--- src/rtl/adder_slice.sv ---
// One CH-bit ripple chain of full-adder cells; purely combinational.
// The parent pipeline owns every register around it.
module adder_slice #(
  parameter int unsigned CH = 4
) (
  input  logic [CH-1:0] a_i,
  input  logic [CH-1:0] b_i,
  input  logic          ci_i,
  output logic [CH-1:0] s_o,
  output logic          co_o
);

  logic [CH:0] c;

  always_comb begin
    c    = '0;
    s_o  = '0;
    c[0] = ci_i;
    for (int i = 0; i < CH; i++) begin
      s_o[i]  = a_i[i] ^ b_i[i] ^ c[i];
      c[i+1]  = (a_i[i] & b_i[i]) | (c[i] & (a_i[i] ^ b_i[i]));
    end
    co_o = c[CH];
  end

endmodule

--- src/rtl/pipelined_adder.sv ---
// Pipelined WIDTH-bit adder/subtractor: STAGES ripple slices with a registered carry
// between them, operand skew / sum deskew registers, and a valid/ready handshake.
module pipelined_adder #(
  parameter int unsigned WIDTH  = 16,
  parameter int unsigned STAGES = 4
) (
  input  logic             clk,
  input  logic             rst_n,
  input  logic             in_valid,
  output logic             in_ready,
  input  logic [WIDTH-1:0] A,
  input  logic [WIDTH-1:0] B,
  input  logic             Cin,
  input  logic             SUB,
  output logic             out_valid,
  input  logic             out_ready,
  output logic [WIDTH-1:0] S,
  output logic             Cout,
  output logic             OVF
);

  localparam int unsigned CH   = WIDTH / STAGES;
  localparam int unsigned Last = STAGES - 1;

  if (WIDTH % STAGES != 0) begin : gen_bad_cfg
    $error("pipelined_adder: WIDTH must be a multiple of STAGES");
  end

  logic             en;
  logic [WIDTH-1:0] b_eff;
  logic             c0;
  logic [STAGES-1:0] v_q, v_in, sa_q, sa_in, sb_q, sb_in, carry;

  // One enable freezes the whole pipeline while a result waits downstream.
  assign en       = !out_valid || out_ready;
  assign in_ready = en;
  assign b_eff    = B ^ {WIDTH{SUB}};
  assign c0       = SUB | Cin;

  always_comb begin
    v_in     = '0;
    sa_in    = '0;
    sb_in    = '0;
    v_in[0]  = in_valid;
    sa_in[0] = A[WIDTH-1];
    sb_in[0] = b_eff[WIDTH-1];
    for (int j = 1; j < STAGES; j++) begin
      v_in[j]  = v_q[j-1];
      sa_in[j] = sa_q[j-1];
      sb_in[j] = sb_q[j-1];
    end
  end

  always_ff @(posedge clk or negedge rst_n) begin
    if (!rst_n) begin
      v_q  <= '0;
      sa_q <= '0;
      sb_q <= '0;
    end else if (en) begin
      v_q <= v_in;
      for (int j = 0; j < STAGES; j++) begin
        if (v_in[j]) begin
          sa_q[j] <= sa_in[j];
          sb_q[j] <= sb_in[j];
        end
      end
    end
  end

  for (genvar k = 0; k < STAGES; k++) begin : gen_slice
    localparam int unsigned Dsk = STAGES - 1 - k;

    logic [CH-1:0] a_k, b_k, s_k, s_q, s_out;
    logic          ci_k, co_k, c_q;

    if (k == 0) begin : gen_head
      assign a_k  = A[CH-1:0];
      assign b_k  = b_eff[CH-1:0];
      assign ci_k = c0;
    end else begin : gen_skew
      // Element j sits at pipeline position j, so slice k meets its carry at stage k.
      logic [CH-1:0] a_sk_q [k];
      logic [CH-1:0] b_sk_q [k];

      always_ff @(posedge clk or negedge rst_n) begin
        if (!rst_n) begin
          for (int j = 0; j < k; j++) begin
            a_sk_q[j] <= '0;
            b_sk_q[j] <= '0;
          end
        end else if (en) begin
          if (v_in[0]) begin
            a_sk_q[0] <= A[k*CH +: CH];
            b_sk_q[0] <= b_eff[k*CH +: CH];
          end
          for (int j = 1; j < k; j++) begin
            if (v_in[j]) begin
              a_sk_q[j] <= a_sk_q[j-1];
              b_sk_q[j] <= b_sk_q[j-1];
            end
          end
        end
      end

      assign a_k  = a_sk_q[k-1];
      assign b_k  = b_sk_q[k-1];
      assign ci_k = carry[k-1];
    end

    adder_slice #(
      .CH(CH)
    ) u_slice (
      .a_i (a_k),
      .b_i (b_k),
      .ci_i(ci_k),
      .s_o (s_k),
      .co_o(co_k)
    );

    always_ff @(posedge clk or negedge rst_n) begin
      if (!rst_n) begin
        s_q <= '0;
        c_q <= 1'b0;
      end else if (en && v_in[k]) begin
        s_q <= s_k;
        c_q <= co_k;
      end
    end

    assign carry[k] = c_q;

    if (Dsk == 0) begin : gen_nodesk
      assign s_out = s_q;
    end else begin : gen_desk
      logic [CH-1:0] ds_q [Dsk];

      always_ff @(posedge clk or negedge rst_n) begin
        if (!rst_n) begin
          for (int m = 0; m < Dsk; m++) ds_q[m] <= '0;
        end else if (en) begin
          if (v_in[k+1]) ds_q[0] <= s_q;
          for (int m = 1; m < Dsk; m++) begin
            if (v_in[k+1+m]) ds_q[m] <= ds_q[m-1];
          end
        end
      end

      assign s_out = ds_q[Dsk-1];
    end

    assign S[k*CH +: CH] = s_out;
  end

  assign out_valid = v_q[Last];
  assign Cout      = carry[Last];
  assign OVF       = (sa_q[Last] == sb_q[Last]) && (S[WIDTH-1] != sa_q[Last]);

endmodule

--- config.mk ---
export PLATFORM = sky130hd
export DESIGN_NAME = pipelined_adder
export DESIGN_NICKNAME = d
export VERILOG_FILES = /design/src/rtl/adder_slice.sv /design/src/rtl/pipelined_adder.sv
export SDC_FILE = /design/constraint.sdc
export NUM_CORES = 1
export LEC_CHECK = 0
export ABC_AREA = 1
export CAP_MARGIN = 15
export CORE_MARGIN = 2
export CORE_UTILIZATION = 29
export DETAILED_ROUTE_END_ITERATION = 10
export PLACE_DENSITY = 0.55
export SLEW_MARGIN = 20
export SYNTH_ARGS = -nofsm -noshare
export SYNTH_HDL_FRONTEND = slang
export SYNTH_SLANG_ARGS = --single-unit
--- constraint.sdc ---
create_clock -name clk -period 2.7 [get_ports clk]
set_input_delay 0.27 -clock clk [delete_from_list [all_inputs] [get_ports clk]]
set_output_delay 0.27 -clock clk [all_outputs]
set_load 0.01 [all_outputs]
==> results, run 1 <==
- Across every metal layer, demand over resource in global routing totals 0.115.
- The post-synthesis adder-cell area fraction is 0.0697.
- Once layout is complete, the cells apart from fillers number 792.
- The startpoint type of the worst setup path is an input pin.
- The die is 130 um tall.
- The multi-input combinational cells in the finished layout cover a total of 1760 um2.
- The detailed router placed 3206 vias in this run.
- The fraction of the mapped netlist area in simple logic gates is 0.300.
- The area fraction in compound gates after synthesis is 0.00218.
- After synthesis, the share of cell area in mux cells is 0.
- In the finished design, the share of the clock period the worst path needs comes to 0.893.
- The per-instance average area after synthesis is 8.64 um2.
- The worst setup path is of the input pin to flip-flop kind.
- For the final routed database, the setup TNS stands at 0 ns.
- The detailed placer's ending HPWL is 6.36 mm.
- The later pin in the worst-skew pair is clocked with a latency of 0.34 ns.
- The final hold violation count is 0.
- In this run the number of H-tree levels came out at 3.
- The antenna diode instance count is 0.
- Across the routed clock network, the largest skew measured is 0.00590 ns.
- For the pin with the worst max-slew slack, the measured transition is 0.862 ns.
- The number of max-slew violations in the final report was 0.
- The proportion of netlist area held by the largest area contributor is 0.533.
- The post-synthesis instance area is 4600 um2.
- The dominant synthesized flop cell is sky130_fd_sc_hd__dfrtp_1.
- Of all nets on the critical path, the largest fanout is 4.
- The fill cell total of the finished layout is 1635.
- Among the stages of the critical path, the cell type that occurs most often is sky130_fd_sc_hd__fa_1.
- The data required time at the worst endpoint is 2.93 ns.
- At the worst endpoint, the arrival time is 2.65 ns.
- The buffer count from post-CTS setup fixing is 0.
- For the finished layout, the period the worst path requires is 2.41 ns.
- The Yosys step of the flow raised 0 warnings.
- Counting every instance in the synthesized netlist gives 532.
- The flow ran to the end, and the final reports show no timing, DRC or antenna violations.
- The clock tree from TritonCTS is built.
- Traced cell by cell, the critical path runs through clkdlybuf4s50_1 > xnor2_1 > fa_1 > inv_1 > fa_1 > inv_1 > fa_1 > inv_1 > fa_1 > nand3_1 > nand2_1.
- After detailed routing, the total wire length is 8.74 mm.
- The synthesized design contains 0 enable-type register cells.
- The maximum number of pins on one net before global-route repair is 56.
- Before antenna repair, the detailed router went through 4 iterations.
- The area growth from synthesis to final layout is 21.2%.
- The analysis attributes to cell leakage a power of 2.91 nW.
- The number of placed instances with taps included is 775.
- For this design, the slowest cell found on the critical path is sky130_fd_sc_hd__clkdlybuf4s50_1.
- The I/O pin count is 58.
- The wire length of the first global-routing pass is 15.6 mm.
- The synthesized design contains 98 register bits.
- The most common cell in the synthesized netlist is sky130_fd_sc_hd__nand2_1.
- The critical path launch point is SUB.
- The clock passes through at most 2 buffers.
- Clock-pin slew was measured on the worst setup and hold paths at 0.07 ns.
- The full die area is 16900 um2.
- The remaining routing DRC violations is 0.
- The dominant cell type by area after synthesis is sky130_fd_sc_hd__dfrtp_1.
- The worst flop-to-flop path startpoint is gen_slice[2].c_q.
- The post-place setup slack is -0.0954 ns.
- Port buffering added 57 buffers.
- The number of buffers created by CTS is 9.
- The depth of the worst register-to-register path is 9.
- The first routing iteration left 173 violations.
- Setup repair after global routing left no endpoint under its margin.
- In this run the tightest slew margin relative to its limit is 0.425.
- Routability-driven placement finished with a final weighted congestion of 0.754.
- After synthesis, the largest family of logic cells by area is simple AND/OR/NAND/NOR gates.
- The final hold slack is 0.468 ns.
- The number of standard-cell rows in the floorplan is 46.
- In this run the horizontal extent of the chip is 130 um.
- For this run, asynchronously set or reset flops after synthesis account for 1.00.
- The effective utilization at floorplan is 0.293.
- The power per cell area is 989 nW/um2.
- The area occupied by registers is 2450 um2.
- The min-delay analysis places its worst path in the category input pin to async pin.
- Sorting the synthesized cells by area gives the leading types as sky130_fd_sc_hd__dfrtp_1 53%, sky130_fd_sc_hd__nand2_1 20%, sky130_fd_sc_hd__nand3_1 7.9%.
- The via count of the first global-routing pass is 3274.
- The share of synthesized area occupied by flip-flops and latches is 0.533.
- Of the total synthesized cell area, the portion taken by XOR and XNOR cells is 0.0114.
- The post-detailed-route via-to-cell ratio is 4.05.
- In this run the clock root is driven by a sky130_fd_sc_hd__clkbuf_16.
- Once the clock tree was built, the resizer swapped 0 gates to a different size.
- After synthesis, the most frequently instantiated cells are 241 x sky130_fd_sc_hd__nand2_1, 98 x sky130_fd_sc_hd__dfrtp_1, 73 x sky130_fd_sc_hd__nand3_1, 42 x sky130_fd_sc_hd__inv_1, 17 x sky130_fd_sc_hd__buf_4.
- STA classifies the critical path endpoint as a flip-flop.
- The initial antenna violation count is 0.
- The net count of the mapped netlist is 586.
- The clock drives 98 sinks.
- The total overflow left after global routing is 0.
- Timing would allow up to 0.415 GHz.
- The worst-case IR drop observed on VDD is 443 uV.
- The core area is 15700 um2.
- The number of distinct standard cells referenced by the synthesized netlist is 16.
- In this run the remaining antenna-violating nets after routing total 0.
- The post-layout net count is 625.
- The peak per-stage delay on the critical path is 0.56 ns.
- The proportion of layout cells with a drive suffix above 1 is 0.0486.
- The final setup violation count is 0.
- Across the run, the number of max-cap violations was 0.
- The mean routed wirelength per cell is 11.0 um.
- In the post-route analysis, the smallest setup slack over all paths is 0.288 ns.
-- critical path, delay by kind of cell --
kind / cells / cell delay (ns)
xor+xnor: 1 / 0.13
simple gates: 2 / 0.15
buf+inv: 4 / 0.77
fa+ha+maj: 4 / 1.32
-- state kept, by name, indices dropped and copies added (netlist names), 10 cells and up --
signal / flops
gen_slice.gen_desk.ds_q: 16
gen_slice.s_out: 12
gen_slice.s_q: 12
gen_slice.a_k: 11
gen_slice.b_k: 11
gen_slice.gen_skew.a_sk_q: 10
gen_slice.gen_skew.b_sk_q: 10
-- final cells by class --
cell class	count	area share
clock buffers	10	0.0429
clock inverters	6	0.00741
inverters	42	0.0283
multi-input cells	354	0.316
flip-flops and latches	98	0.440
well taps	216	0.0485
repair buffers	66	0.117
-- routing by layer --
layer  global-route usage  routed length (um)
met1                0.160                4460
met3               0.0185                 341
met4               0.0550                 183
met2                0.174                3750
met5                    0                   0
-- what timing repair did --
item / CTS / global route
endpoints found under the hold margin: 43 / 0
hold buffers: 1 / 0
setup endpoints to repair: 0 / 0
-- layout by cell type (no fill, tap or decap) --
cell type / Yosys / layout
sky130_fd_sc_hd__a21oi_1: 1 / 1
sky130_fd_sc_hd__buf_12: 0 / 1
sky130_fd_sc_hd__buf_4: 17 / 8
sky130_fd_sc_hd__clkbuf_16: 0 / 9
sky130_fd_sc_hd__clkbuf_8: 0 / 1
sky130_fd_sc_hd__clkdlybuf4s50_1: 0 / 56
sky130_fd_sc_hd__clkinv_2: 0 / 3
sky130_fd_sc_hd__clkinv_4: 0 / 2
sky130_fd_sc_hd__dfrtp_1: 98 / 98
sky130_fd_sc_hd__dlygate4sd3_1: 0 / 1
sky130_fd_sc_hd__fa_1: 16 / 16
sky130_fd_sc_hd__inv_1: 42 / 42
sky130_fd_sc_hd__inv_6: 0 / 1
sky130_fd_sc_hd__nand2_1: 241 / 241
sky130_fd_sc_hd__nand2_2: 3 / 3
sky130_fd_sc_hd__nand3_1: 73 / 73
sky130_fd_sc_hd__nand3b_1: 11 / 11
sky130_fd_sc_hd__nor2_1: 2 / 2
sky130_fd_sc_hd__o21ai_0: 1 / 1
sky130_fd_sc_hd__xnor2_1: 3 / 3
sky130_fd_sc_hd__xor2_1: 3 / 3
-- cell families (layout without fill, tap and decap cells) --
family / Yosys count / in the layout
buf+inv: 80 / 124
simple gates: 330 / 330
compound gates: 2 / 2
fa+ha+maj: 16 / 16
xor+xnor: 6 / 6
flops: 98 / 98
-- power by group --
part	total [mW]	switching [mW]	leakage, nW	internal (mW)
Sequential	2.48	0.422	1.24	2.06
Combinational	1.84	1.00	1.53	0.833
Clock	1.19	0.542	0.143	0.651
-- path summary, 6_finish.rpt --
check                           slack, ns                          endpoint
worst max-delay path                 0.29               gen_slice[0].s_q[3]
worst min-delay path                 0.47  gen_slice[3].gen_skew.a_sk_q[10]
worst max register to register       0.43             gen_slice[3].s_out[3]
worst min register to register       0.47     gen_slice[2].gen_desk.ds_q[1]
max in group asynchronous            1.56             gen_slice[1].s_out[1]
min in group clk                     0.47     gen_slice[2].gen_desk.ds_q[1]
-- metrics by stage --
step / total power, mW / cell area, um2 / utilization
finish: 5.51 / 5570 / 0.355
global route: 6.02 / 5570 / 0.355
CTS: 5.62 / 5570 / 0.355
detailed placement: 4.40 / 5280 / 0.336
global placement: 4.32 / 5280 / 0.336
floorplan: 3.77 / 4600 / -
No activity file was read; power rests on OpenSTA's default activity.
==> run 2: changes to the inputs <==
--- a/config.mk
+++ b/config.mk
@@ -6,11 +6,11 @@
 export NUM_CORES = 1
 export LEC_CHECK = 0
 export ABC_AREA = 1
-export CAP_MARGIN = 15
+export CAP_MARGIN = 20
 export CORE_MARGIN = 2
-export CORE_UTILIZATION = 29
+export CORE_UTILIZATION = 45
 export DETAILED_ROUTE_END_ITERATION = 10
-export PLACE_DENSITY = 0.55
+export PLACE_DENSITY = 0.75
 export SLEW_MARGIN = 20
 export SYNTH_ARGS = -nofsm -noshare
 export SYNTH_HDL_FRONTEND = slang
==> run 2 against run 1 <==
Setup slack improved by 0.044 ns; non-clock buffer count grew 1; power decreased by 4.7%; largest power group unchanged.
==> results, run 2 (same netlist as run 1, synthesis figures left out) <==
- The core area is 9860 um2 (was 15700 um2).
- The max-cap violation count is 0 (unchanged).
- The most common cell after layout, fill and taps aside is sky130_fd_sc_hd__nand2_1 (unchanged).
- The post-detailed-route count of antenna-violating nets is 0 (unchanged).
- The slowest library cell on the worst path is sky130_fd_sc_hd__clkdlybuf4s50_1 (unchanged).
- The via count of the first global-routing pass is 3142 (was 3274).
- The register with the highest flop count is gen_slice.gen_desk.ds_q (unchanged).
- The overall power is 5.25 mW (was 5.51 mW).
- The final setup violation count was 0 (unchanged).
- Along the worst hold path, the cell count comes to 3.
- The post-layout instance area is 5400 um2 (was 5570 um2).
- The total congestion overflow came to 0 (unchanged).
- The peak per-stage delay on the critical path is 0.56 ns (about the same).
- The mean routed wirelength per cell came to 11.1 um (was 11.0 um).
- The clock tree from TritonCTS is built (unchanged).
- The number of max-slew violations in the final report is 0 (unchanged).
- The wire length of the first global-routing pass came to 14.0 mm (was 15.6 mm).
- The endpoint kind of the worst setup timing path is a flip-flop (unchanged).
- The maximum VDD drop is 424 uV (was 443 uV).
- The minimum setup slack among reg-to-reg paths is 0.44 ns (was 0.43 ns).
- Outcome: completed (unchanged).
- The top fanout value on the critical path came to 4 (unchanged).
- The clock tree root buffer cell is sky130_fd_sc_hd__clkbuf_8 (was sky130_fd_sc_hd__clkbuf_16).
- The type of the worst setup path is input pin to flip-flop (unchanged).
- The detailed placer's ending HPWL came to 5.72 mm (was 6.36 mm).
- The final worst-path setup slack is 0.332 ns (was 0.288 ns).
- The depth of the worst register-to-register path is 9 (unchanged).
- The startpoint of the tightest hold check path is A[9].
- The maximum achievable frequency is 0.422 GHz (was 0.415 GHz).
- Leading cell types in the layout, fill and taps excluded: 241 x sky130_fd_sc_hd__nand2_1, 98 x sky130_fd_sc_hd__dfrtp_1, 73 x sky130_fd_sc_hd__nand3_1 (unchanged).
- The setup clock skew after layout is 0.00706 ns (was 0.00590 ns).
- The capture point of the worst reg-to-reg path is gen_slice[1].s_q[3] (was gen_slice[3].s_out[3]).
- The final cell count without fillers is 709 (was 792).
- The DRC violation total after the first TritonRoute iteration was 176 (was 173).
- The count of cells resized by post-cts repair is 0 (unchanged).
- The library cell appearing most often on the critical path is sky130_fd_sc_hd__fa_1 (unchanged).
- The post-detailed-route via-to-cell ratio was 4.70 (was 4.05).
- The full die area is 11000 um2 (was 16900 um2).
- The number of standard-cell rows in the floorplan is 36 (was 46).
- The maximum number of pins on one net before global-route repair is 55 (was 56).
- The total wire length was 7.90 mm (was 8.74 mm).
- The total routing resource utilization after global routing is 0.155 (was 0.115).
- The kind of path behind the tightest hold check was input pin to flip-flop (was input pin to async pin).
- The number of clock sinks is 98 (unchanged).
- The first-pass detailed-route iteration total is 5 (was 4).
- The post-place setup slack is -0.0739 ns (was -0.0954 ns).
- The leakage power is 2.87 nW (was 2.91 nW).
- The total vias in the final route is 3330 (was 3206).
- The shortest period the worst path allows is 2.37 ns (was 2.41 ns).
- The H-tree depth reported by CTS was 3 (unchanged).
- The worst path arrival time is 2.63 ns (was 2.65 ns).
- The last weighted congestion value of the routability-driven placer came to 0.766 (was 0.754).
- The startpoint type of the worst setup path is an input pin (unchanged).
- The remaining max-slew budget at the tightest pin was 0.552 (was 0.425).
- The area growth from synthesis to final layout is 17.4% (was 21.2%).
- The final cycle utilization of the critical path is 0.877 (was 0.893).
- The number of placed instances with taps included is 693 (was 775).
- The horizontal die dimension is 105 um (was 130 um).
- The clock transition at the registers of the reported paths is 0.09 ns (was 0.07 ns).
- RSZ-0062 raised after global routing: no (unchanged).
- The count of input and output buffers is 57 (unchanged).
- The proportion of layout cells with a drive suffix above 1 was 0.0486 (unchanged).
- The actual slew at the worst max-slew pin is 0.671 ns (was 0.862 ns).
- The initial antenna violation count was 0 (unchanged).
- The number of flip-flops under the largest register name is 16 (unchanged).
- The effective utilization at floorplan is 0.466 (was 0.293).
- The power per cell area was 972 nW/um2 (was 989 nW/um2).
- The worst flop-to-flop path startpoint is gen_slice[0].c_q (was gen_slice[2].c_q).
- The antenna diode instance count is 0 (unchanged).
- The y dimension of the die is 105 um (was 130 um).
- For hold timing, the worst endpoint is gen_slice[2].gen_skew.a_sk_q[5].
- The remaining routing DRC violations is 0 (unchanged).
- The clock latency reported for the late side of the worst-skew pair is 0.36 ns (was 0.34 ns).
- The total cell area at the placement stage was 5190 um2 (was 5280 um2).
- The final hold violation count is 0 (unchanged).
- The post-layout net count was 626 (was 625).
- The I/O pin count came to 58 (unchanged).
- The number of buffers created by CTS is 9 (unchanged).
- The largest buffer count on any clock path is 2 (unchanged).
- The data required time at the worst endpoint was 2.96 ns (was 2.93 ns).
- The total negative slack is 0 ns (unchanged).
- Cell Chain, Critical Path: clkdlybuf4s50_1 > xnor2_1 > fa_1 > inv_1 > fa_1 > inv_1 > fa_1 > inv_1 > fa_1 > nand3_1 > nand2_1 (unchanged).
[run 2: routing by layer]
metal	vias up	routed length [um]	global-route usage
li1	1706	-	-
met3	11	348	0.0293
met5	-	0	0
met4	0	138	0.0571
met2	75	3610	0.252
met1	1538	3800	0.207
[run 2: worst max-delay path by stage]
stage | from | endpoint | slack (ns) | depth (start not counted)
after floorplan | SUB | gen_slice[0].s_q[3] | 0.27 | 12
after global placement | SUB | gen_slice[0].s_q[3] | 0.03 | 11
after detailed placement | SUB | gen_slice[0].s_q[3] | -0.07 | 11
after CTS | SUB | gen_slice[0].s_q[3] | 0.32 | 11
after global routing | SUB | gen_slice[0].s_q[3] | 0.20 | 11
final | SUB | gen_slice[0].s_q[3] | 0.33 | 11
[run 2: area by class of cell]
| cell class | instances | area (um2) |
|---|---|---|
| Clock buffer | 11 | 151 |
| Clock inverter | 4 | 51.3 |
| Fill cell | 932 | 4470 |
| Inverter | 42 | 158 |
| Multi-Input combinational cell | 354 | 1760 |
| Sequential cell | 98 | 2450 |
| Tap cell | 133 | 166 |
| Timing Repair Buffer | 67 | 658 |
[run 2: through the flow]
stage | util | hold slack (ns)
after floorplan | - | -0.0256
after detailed placement | 0.526 | 0.352
final | 0.547 | 0.464
after global placement | 0.526 | 0.345
after global routing | 0.547 | 0.464
after CTS | 0.547 | 0.454
[run 2: worst max-delay path: cells and delay by family]
kind / cells / cell delay (ns)
adder cells (fa/ha/maj): 4 / 1.32
buffers and inverters: 4 / 0.76
AND/OR/NAND/NOR: 2 / 0.14
XOR/XNOR: 1 / 0.13
[run 2: repair_timing]
item	4_1_cts	5_1_grt
hold buffers	1	0
setup buffers	0	0
hold endpoints to repair	53	0
[run 2: power breakdown]
| part | total [mW] | switching [mW] | internal (mW) |
|---|---|---|---|
| clock | 0.950 | 0.477 | 0.474 |
| sequential | 2.47 | 0.412 | 2.06 |
| combinational | 1.83 | 0.997 | 0.834 |
